===== src/rtl/bpsk_demodulator_p.sv =====
// bpsk_demodulator_p: coherent BPSK demodulator.
// Correlates the DC-removed received sample against an external carrier
// reference. It integrates over one symbol period and decides the bit from the
// sign of the correlation. Symbol timing comes from an external peak detector
// through sync_valid/sync_offset.
// Optional feature: define BPSK_DEMOD_SOFT_EN to add the 8-bit soft-magnitude
// output bit_soft, which is registered together with bit_data.
module bpsk_demodulator_p #(
    parameter int DATA_WIDTH = 8,
    parameter int WAVELENGTH = 64,
    parameter int AMPLITUDE  = 2**(DATA_WIDTH-1),
    parameter int ACC_WIDTH  = 40
) (
    input  logic                  clock,
    input  logic                  reset_n,
    input  logic [DATA_WIDTH-1:0] sample,
    input  logic                  sample_valid,
    output logic [15:0]           phase,
    input  logic [DATA_WIDTH-1:0] ref_amp,
    input  logic                  sync_valid,
    input  logic [15:0]           sync_offset,
    output logic                  bit_data,
    output logic                  bit_valid,
    input  logic                  bit_ready,
    output logic                  locked,
    output logic                  overrun
`ifdef BPSK_DEMOD_SOFT_EN
    ,
    output logic [7:0]            bit_soft
`endif
);

    // Parameter sanity: the integrator must hold a full symbol of worst-case
    // products plus a sign bit, and the phase index must fit its 16-bit port.
    generate
        if (WAVELENGTH < 2) begin : g_bad_wavelength
            $error("bpsk_demodulator_p: WAVELENGTH must be at least 2");
        end
        if (WAVELENGTH > 65536) begin : g_big_wavelength
            $error("bpsk_demodulator_p: WAVELENGTH must fit the 16-bit phase index");
        end
        if (ACC_WIDTH < 2*DATA_WIDTH + $clog2(WAVELENGTH) + 1) begin : g_bad_acc
            $error("bpsk_demodulator_p: ACC_WIDTH too small for one symbol of products");
        end
    endgenerate

    typedef enum logic [1:0] {
        IDLE  = 2'd0,
        ALIGN = 2'd1,
        TRACK = 2'd2
    } state_t;

    state_t state;
    state_t state_next;

    logic [15:0] offset;
    logic [15:0] offset_next;
    logic [15:0] phase_next;
    logic [15:0] phase_inc;
    logic        phase_wrap;
    logic        sync_ok;
    logic        decide;

    logic signed [ACC_WIDTH-1:0] acc;
    logic signed [ACC_WIDTH-1:0] acc_next;
    logic signed [ACC_WIDTH-1:0] acc_sum;
    logic signed [ACC_WIDTH-1:0] centered;
    logic signed [ACC_WIDTH-1:0] ref_ext;
    logic signed [ACC_WIDTH-1:0] product;

    // A sync pulse is only meaningful when its offset lies inside one carrier period.
    assign sync_ok    = sync_valid && ({16'd0, sync_offset} < 32'(WAVELENGTH));
    assign phase_wrap = (phase == 16'(WAVELENGTH - 1));
    assign phase_inc  = phase_wrap ? 16'd0 : phase + 16'd1;

    // The sample is unsigned around AMPLITUDE and the reference is signed, so
    // both are widened to the integrator width before the multiply.
    assign centered = $signed(ACC_WIDTH'(sample)) - $signed(ACC_WIDTH'(AMPLITUDE));
    assign ref_ext  = ACC_WIDTH'($signed(ref_amp));
    assign product  = centered * ref_ext;
    assign acc_sum  = acc + product;

    assign locked = (state == TRACK);

    // FSM state register.
    always_ff @(posedge clock or negedge reset_n) begin
        if (!reset_n) begin
            state <= IDLE;
        end else begin
            state <= state_next;
        end
    end

    // Next-state, phase, offset and integrator control. Nothing moves without
    // a valid sample. In TRACK a fresh sync wins over the end-of-symbol decision.
    always_comb begin
        state_next  = state;
        offset_next = offset;
        phase_next  = phase;
        acc_next    = acc;
        decide      = 1'b0;
        if (sample_valid) begin
            phase_next = phase_inc;
            case (state)
                IDLE: begin
                    acc_next = '0;
                    if (sync_ok) begin
                        state_next  = ALIGN;
                        offset_next = sync_offset;
                    end
                end
                ALIGN: begin
                    acc_next = '0;
                    if (sync_ok) begin
                        offset_next = sync_offset;
                    end else if (phase == offset) begin
                        phase_next = '0;
                        state_next = TRACK;
                    end
                end
                TRACK: begin
                    if (sync_ok) begin
                        state_next  = ALIGN;
                        offset_next = sync_offset;
                        acc_next    = '0;
                    end else if (phase_wrap) begin
                        acc_next = '0;
                        decide   = 1'b1;
                    end else begin
                        acc_next = acc_sum;
                    end
                end
                default: begin
                    state_next = IDLE;
                    acc_next   = '0;
                end
            endcase
        end
    end

    // Phase counter, latched symbol offset and correlation integrator.
    always_ff @(posedge clock or negedge reset_n) begin
        if (!reset_n) begin
            phase  <= '0;
            offset <= '0;
            acc    <= '0;
        end else begin
            phase  <= phase_next;
            offset <= offset_next;
            acc    <= acc_next;
        end
    end

    // Decided-bit register with valid/ready handshake. A new decision always
    // overwrites, and the sticky overrun flag records that a bit was lost.
    always_ff @(posedge clock or negedge reset_n) begin
        if (!reset_n) begin
            bit_data  <= 1'b0;
            bit_valid <= 1'b0;
            overrun   <= 1'b0;
        end else begin
            if (decide) begin
                bit_data  <= acc_sum[ACC_WIDTH-1];
                bit_valid <= 1'b1;
                if (bit_valid && !bit_ready) begin
                    overrun <= 1'b1;
                end
            end else if (bit_valid && bit_ready) begin
                bit_valid <= 1'b0;
            end
        end
    end

`ifdef BPSK_DEMOD_SOFT_EN
    logic signed [8:0] soft_shift;
    logic        [8:0] soft_abs;
    logic        [7:0] soft_sat;

    // Soft confidence: the top nine bits of the correlation, folded to a
    // magnitude. The single value 256 (from -256) saturates to 255.
    always_comb begin
        soft_shift = 9'(acc_sum >>> (ACC_WIDTH - 9));
        soft_abs   = soft_shift[8] ? 9'(-soft_shift) : 9'(soft_shift);
        soft_sat   = soft_abs[8] ? 8'hFF : soft_abs[7:0];
    end

    // Soft value is captured with exactly the same timing as bit_data.
    always_ff @(posedge clock or negedge reset_n) begin
        if (!reset_n) begin
            bit_soft <= '0;
        end else if (decide) begin
            bit_soft <= soft_sat;
        end
    end
`endif

endmodule

===== config.mk =====
export PLATFORM = sky130hd
export DESIGN_NAME = bpsk_demodulator_p
export DESIGN_NICKNAME = d
export VERILOG_FILES = /design/src/rtl/bpsk_demodulator_p.sv
export SDC_FILE = /design/constraint.sdc
export NUM_CORES = 1
export LEC_CHECK = 0
export CAP_MARGIN = 40
export CORE_MARGIN = 2
export CORE_UTILIZATION = 40
export DETAILED_ROUTE_END_ITERATION = 7
export HOLD_SLACK_MARGIN = 0.12
export PLACE_DENSITY = 0.54
export SYNTH_ARGS = -nofsm -noshare
export SYNTH_HDL_FRONTEND = slang
export SYNTH_SLANG_ARGS = --single-unit

===== constraint.sdc =====
create_clock -name clock -period 6.7 [get_ports clock]
set_input_delay 1.005 -clock clock [delete_from_list [all_inputs] [get_ports clock]]
set_output_delay 1.005 -clock clock [all_outputs]
set_load 0.02 [all_outputs]

Yosys cells after proc, flatten, opt, wreduce, memory -nomap -nowiden

Index checks and enable logic that the tools add are counted.

Add/subtract/negate cells: 3
Multipliers: 1
Order comparisons: 1
Equality and inequality tests: 7
Muxes and demuxes: 17
Reduce and logical (&&, ||, !) cells: 11

Operators with widths:

| kind                    | number |
|---|---|
| $mux W40                | 3 |
| $mux W16                | 4 |
| $add A40 B17 Y40        | 1 |
| $mul A9 B8 Y17          | 1 |
| $add A16 B1 Y16 const B | 1 |
| $eq A16 B16 Y1          | 1 |
| $eq A16 B6 Y1 const B   | 1 |
| $lt A16 B7 Y1 const B   | 1 |
| $sub A8 B8 Y9 const B   | 1 |
| $mux W1                 | 6 |
| $mux W2                 | 3 |
| $ne A2 B2 Y1 const B    | 2 |
| $pmux W2 S2             | 1 |
| $reduce_and A4 Y1       | 1 |
| $logic_and A1 B1 Y1     | 3 |
| $reduce_and A3 Y1       | 1 |
| $reduce_or A3 Y1        | 1 |
| $eq A2 B1 Y1 const B    | 1 |
| $eq A2 B2 Y1 const B    | 1 |
| $logic_not A2 Y1        | 1 |
| $ne A2 B1 Y1 const B    | 1 |
| $reduce_and A2 Y1       | 1 |
| $reduce_bool A2 Y1      | 1 |
| $reduce_or A2 Y1        | 1 |
| $logic_not A1 Y1        | 1 |

Register bits after elaboration: 77
Input bits: 37
Output and inout bits: 20
Word-level logic and storage cells: 47

Logic depth before layout (Yosys ltp)

Depth in word-level cells: 6
Mapped depth: 21

Worst setup path after synthesis

No wires, ideal clock.

Path kind: input-to-reg
Start: in sample[7]
End: reg acc[25]
Arrival: 8.342 ns
Data required time: 6.579 ns
Setup slack: -1.763 ns
Stages: 17
Buffers on the path: 0
Cell sequence: nor2b_1 -> inv_1 -> fa_1 -> inv_1 -> fa_1 -> fa_1 -> fa_1 -> fa_1 -> ha_1 -> a21o_1 -> a21oi_1 -> a211o_1 -> a21o_1 -> o311a_1 -> o41ai_2 -> xor2_1 -> a22o_1

Cells in the longest elaborated chain, start to end: 6

Ends and longest elaborated chain:

| what                   | line | RTL |
|---|---|---|
| start: declaration     | 16   | `input logic [DATA_WIDTH-1:0] sample,` |
| $sub A8 B8 Y9          | 78   | `assign centered = $signed(ACC_WIDTH'(sample)) - $signed(ACC_WIDTH'(AMPLITUDE));` |
| $mul A9 B8 Y17         | 80   | `assign product = centered * ref_ext;` |
| $add A40 B17 Y40       | 81   | `assign acc_sum = acc + product;` |
| $mux W40               | 126  | `end else if (phase_wrap) begin` |
| $mux W40               | 122  | `if (sync_ok) begin` |
| $mux W40               | 104  | `case (state)` |
| end signal: assignment | 150  | `acc <= acc_next;` |
| end: declaration       | 64   | `logic signed [ACC_WIDTH-1:0] acc;` |

No other way between the ends.
A chain may end at the register's enable or synchronous reset.

Worst setup path in the final report

Start: in sample[7]
End: reg acc[33]

The elaborated chain is that of the path after synthesis.

==> results.md <==
- The final count of hold timing violations is 0.
- The clock edge transition at the registers on the reported setup and hold paths is 0.06 ns.
- STA classifies the critical path endpoint as a flip-flop.
- The startpoint identified for the worst register-to-register timing path is acc[6]$_DFFE_PN0P_.
- The total overflow reported by the global router is 0.
- Cells with a size suffix above 1 make up a little under an eighth of the layout.
- The worst setup path is of the primary input to flip-flop kind.
- Counting every instance in the synthesized netlist gives between 900 and 1000.
- Traced cell by cell, the critical path runs through clkdlybuf4s50_1, buf_4, nor2b_4, buf_4, fa_1, inv_1, fa_1, inv_1, fa_1, fa_1, ha_1, ha_1, a21oi_1, o21ai_0, a2111oi_1, a211oi_1, o21ai_0, a21oi_1, xor2_1, a22o_1.
- 0 antenna diodes ended up in the layout.
- For the finished layout, the period the worst path requires is ~6.4 ns.
- Timing analysis after detailed placement gives a worst setup slack of -0.2076 ns.
- The fraction of the cycle the final worst path needs is 95.87%.
- Summed over all layers, the routed wires come to 23.21 mm.
- Sequential cells burn 10.1% of the power.
- The flow ran to the end, and the final reports show no timing, DRC or antenna violations.
- The weighted congestion reported at the end of routability-driven placement is about 0.83.
- The number of cell rows is 57.
- TritonCTS built the clock tree.
- In this run switching power makes up between 40% and 50% of total power.
- The internal cell power is roughly 2.7 mW.
- For this run, the number of Yosys warnings is 0.
- The required time of the critical path is a little under 7 ns.
- The die covers approximately 26000 um^2.
- For this design the ratio of total power to cell area is 433.1 nW/um^2.
- The remaining routing DRC violations is 0.
- The die is around 160 um tall.
- The maximum achievable frequency is around 160 MHz.
- The leakage power summed over all cells is slightly below 6 nW.
- In the final timing run, aggregate negative setup slack is 0 ns.
- The first-pass GRT wire length is slightly below 40 mm.
- The half-perimeter wire length after detailed placement is roughly 19 mm.
- Measured in cells, the most critical reg-to-reg path has a length of 19.
- Once layout is complete, the utilization of the core stands at between 40 and 50%.
- The basic-gate share of the synthesized area counting and, or, nand and nor cells is 12.55%.
- The total standard cell area after synthesis is between 9000 and 10000 um^2.
- In this run, distinct cell masters in the synthesized netlist total 64.
- The fraction of synthesized cell area taken by the top area cell type is roughly 33%.
- In this run, the clock network consumes 9.1% of the power.
- The number of I/O pins is between 50 and 60.
- The highest fanout seen on the critical path is 8.
- The beginning of the worst hold path is overrun$_DFFE_PN0P_.
- The worst setup skew after layout is 0.01184 ns.
- After Yosys synthesis, full adders, half adders and majority gates account for 44.62% of the synthesized area.
- The number of vias in the routed layout is a little over 7000.
- The register-to-register setup slack is approximately 1.4 ns.
- The detail route stage leaves a number of antenna-violating nets equal to 0.
- The number of global-route vias before repair is between 7000 and 8000.
- The count of cells along the worst hold path is 1.
- Global routing used between 10% and 20% of the available tracks across all layers.
- The total number of H-tree levels is 3.
- The path with the worst hold slack has its endpoint at overrun$_DFFE_PN0P_.
- The pin slew with the least headroom to its limit is just under 0.7 ns.
- The area growth from synthesis to final layout is 19.78%.
- The setup violation total in the final timing report is 0.
- Once layout is done, the placed cells without fillers occupy ~12000 um^2.
- The floorplan step defined a core boundary enclosing about 24000 um^2.
- The floorplan step set the die width to approximately 160 um.
- The number of clock buffers added by TritonCTS is 9.
- The detailed router finished its first iteration with between 200 and 300 violations.
- The compound-cell area share of the yosys netlist is 13.00%.
- The biggest cell delay along the critical path is about 0.55 ns.
- In this run the cell area measured after placement is 11620 um^2.
- The count of nets after finishing is roughly 1400.
- The average cell area after synthesis is 10.44 um^2.
- The worst pin sits at a relative slew slack of 55.13%.
- In the synthesized netlist the dominant register cell turns out to be dfrtp_1.
- In the final routed layout, each cell accounts on average for approximately 16 um.
- Counting stages on the worst path, the most repeated cell is fa_1.
- The number of buffers on the longest clock path is 2.
- After synthesis, the share of flip-flops with an asynchronous set or reset is between 90% and 100%.
- Setup repair after global routing left no endpoint under its margin.
- The largest net degree at the start of global routing is 50.
- The register bit total from synthesis is slightly below 80.
- The share of power burned in combinational logic is approximately 81%.
- The number of filler cells placed in the layout is 2307.
- The number of vias per cell is just over 5.
- The total count of max-transition violations in the final report is 0.
- The arrival time at the worst endpoint is 6.65 ns.
- The number of antenna violations at the first check in global routing is 0.
- The clock reaches the later pin of the worst-skew pair after approximately 0.35 ns.
- The worst path meets setup with approximately 0.28 ns of slack.
- The first detailed-routing pass took 4 iterations.
- The clock net in this run drives a total of a little under 80 sinks.
- Summing the sequential cell areas from Yosys gives between 15 and 20% of the chip area.
- The class of the tightest hold or removal check is flip-flop to flip-flop.
- Sorting the synthesized cells by area gives the leading types as fa_1 (33%), dfrtp_1 (19%), ha_1 (11%).
- Of the post-synthesis cell area, the part taken by muxes is 1.082%.
- The worst register-to-register path ends at acc[24]$_DFFE_PN0P_.
- The switching power is between 2 and 2.5 mW.
- The max-capacitance violation count is 0.
- The top cell type by total area after synthesis is fa_1.
- The critical path launch point type is a primary input.
- The xor and xnor fraction of the mapped netlist area is roughly 4.5%.
- The largest family of logic cells by synthesized area is adder cells.
- The library cell used as clock root buffer is clkbuf_16.
- Across the VDD grid, the largest voltage drop is 0.2294 mV.
- The number of synthesized flops with an enable pin is 0.
- The slowest cell on the critical path is clkdlybuf4s50_1.
- The net count of the mapped netlist is 1244.
- Input and output buffers added on the ports amount to between 50 and 60.
- The starting utilization of the core area is between 40% and 50%.
- The critical path startpoint is sample[7].
==> Yosys cell counts (18+ instances only) <==
| library cell | instances |
|---|---|
| a22o_1 | 23 |
| fa_1 | 166 |
| nand2_1 | 69 |
| o21ai_0 | 41 |
| ha_1 | 89 |
| nor2b_1 | 20 |
| a21o_1 | 21 |
| clkbuf_1 | 22 |
| a21oi_1 | 34 |
| inv_1 | 105 |
| nor2_1 | 35 |
| and2_1 | 30 |
| dfrtp_1 | 77 |
| nand3_1 | 18 |
| xnor2_1 | 40 |
==> per-stage QoR <==
| stage | total power [mW] | instances | hold slack [ns] |
|---|---|---|---|
| after floorplan | 3.281 | 952 | 0.4763 |
| after global placement | 4.684 | 1399 | 0.4632 |
| after detailed placement | 4.674 | 1401 | 0.4740 |
| after CTS | 5.186 | 1417 | 0.4916 |
| after global routing | 5.736 | 1417 | 0.4962 |
| final | 5.158 | 1417 | 0.4801 |
==> state kept, by name, summed over array words and instances, names as in the netlist <==
| register | cells |
|---|---|
| offset | 16 |
| bit_data | 1 |
| bit_valid | 1 |
| acc | 40 |
| overrun | 1 |
| phase | 16 |
| state | 2 |
==> worst max-delay path by stage <==
stage / cells after the start / slack [ns] / endpoint
final: 20 / 0.28 / acc[33]$_DFFE_PN0P_
after global routing: 18 / 0.007 / acc[37]$_DFFE_PN0P_
after CTS: 18 / 0.15 / acc[33]$_DFFE_PN0P_
after detailed placement: 18 / -0.21 / acc[33]$_DFFE_PN0P_
after global placement: 18 / -0.19 / acc[36]$_DFFE_PN0P_
after floorplan: 17 / 0.07 / acc[25]$_DFFE_PN0P_
==> final cells by class <==
class	count	area (um^2)	share of cell area (%)
Tap cell	324	405.4	3.404
Timing Repair Buffer	149	1349	11.32
Sequential cell	77	1927	16.18
Clock buffer	11	242.7	2.038
Inverter	105	394.1	3.309
Multi-Input combinational cell	746	7557	63.45
Clock inverter	5	35.03	0.2941
==> critical path, delay by kind of cell <==
| kind | cells | cell delay (ns) |
|---|---|---|
| AND/OR/NAND/NOR | 1 | 0.04 |
| AO/OA/AOI/OAI | 7 | 1.78 |
| XOR/XNOR | 1 | 0.16 |
| buffers and inverters | 5 | 1.00 |
| adder cells (fa/ha/maj) | 6 | 2.65 |
==> metal layers <==
layer | routed length [um] | global-route usage, % | up-vias | part of all wire (%)
met5 | 0 | 0 | - | 0
met1 | 10990 | 27.12 | 3598 | 47
met3 | 926 | 3.294 | 13 | 4.0
met2 | 11120 | 31.29 | 102 | 48
li1 | - | - | 3506 | -
met4 | 168 | 2.856 | 0 | 0.72
==> what timing repair did <==
action / 4_1_cts / 5_1_grt
buffers inserted: 0 / 0
resized for setup: 0 / 5
hold buffers: 0 / 0
setup endpoints to repair: 0 / 11
==> cell usage in the layout (no fill, tap or decap), types with 4 or more instances in the layout <==
cell type        instances
mux2i_1                  4
mux2_2                   6
and3_1                  13
o21bai_1                 4
nor2b_1                 17
nand4_1                 12
dfrtp_1                 77
a21o_1                  21
clkbuf_16                9
nor3_1                  12
ha_1                    89
fa_1                   166
nand3_1                 18
xor2_1                  11
xnor2_1                 40
o31ai_1                  8
a32o_1                   7
a31oi_1                  4
buf_4                   87
o21ai_1                  6
nand2b_1                13
nor2_1                  35
o2bb2ai_1                6
buf_12                   5
clkdlybuf4s50_1         54
o21ai_0                 40
inv_1                  105
nand2_1                 69
and2_1                  30
or3_1                    5
a21oi_1                 34
a22o_1                  23
nor4_1                   5
==> logic make-up after synthesis <==
family                     after synthesis
DFF                                     77
AOI/OAI and AO/OA                      186
muxes                                   10
xor gates and xnor gates                51
adders and majority gates              255
buffers and inverters                  129
and+or+nand+nor                        244
==> power by group through the flow <==
stage               registers, mW  logic (mW)  clock network [mW]
floorplan                   0.546        2.73                   0
global placement            0.531        4.15                   0
detailed placement          0.530        4.14                   0
CTS                         0.522        4.18               0.483
global route                0.527        4.71               0.503
finish                      0.522        4.16               0.472
No activity file was read; power rests on OpenSTA's default activity.
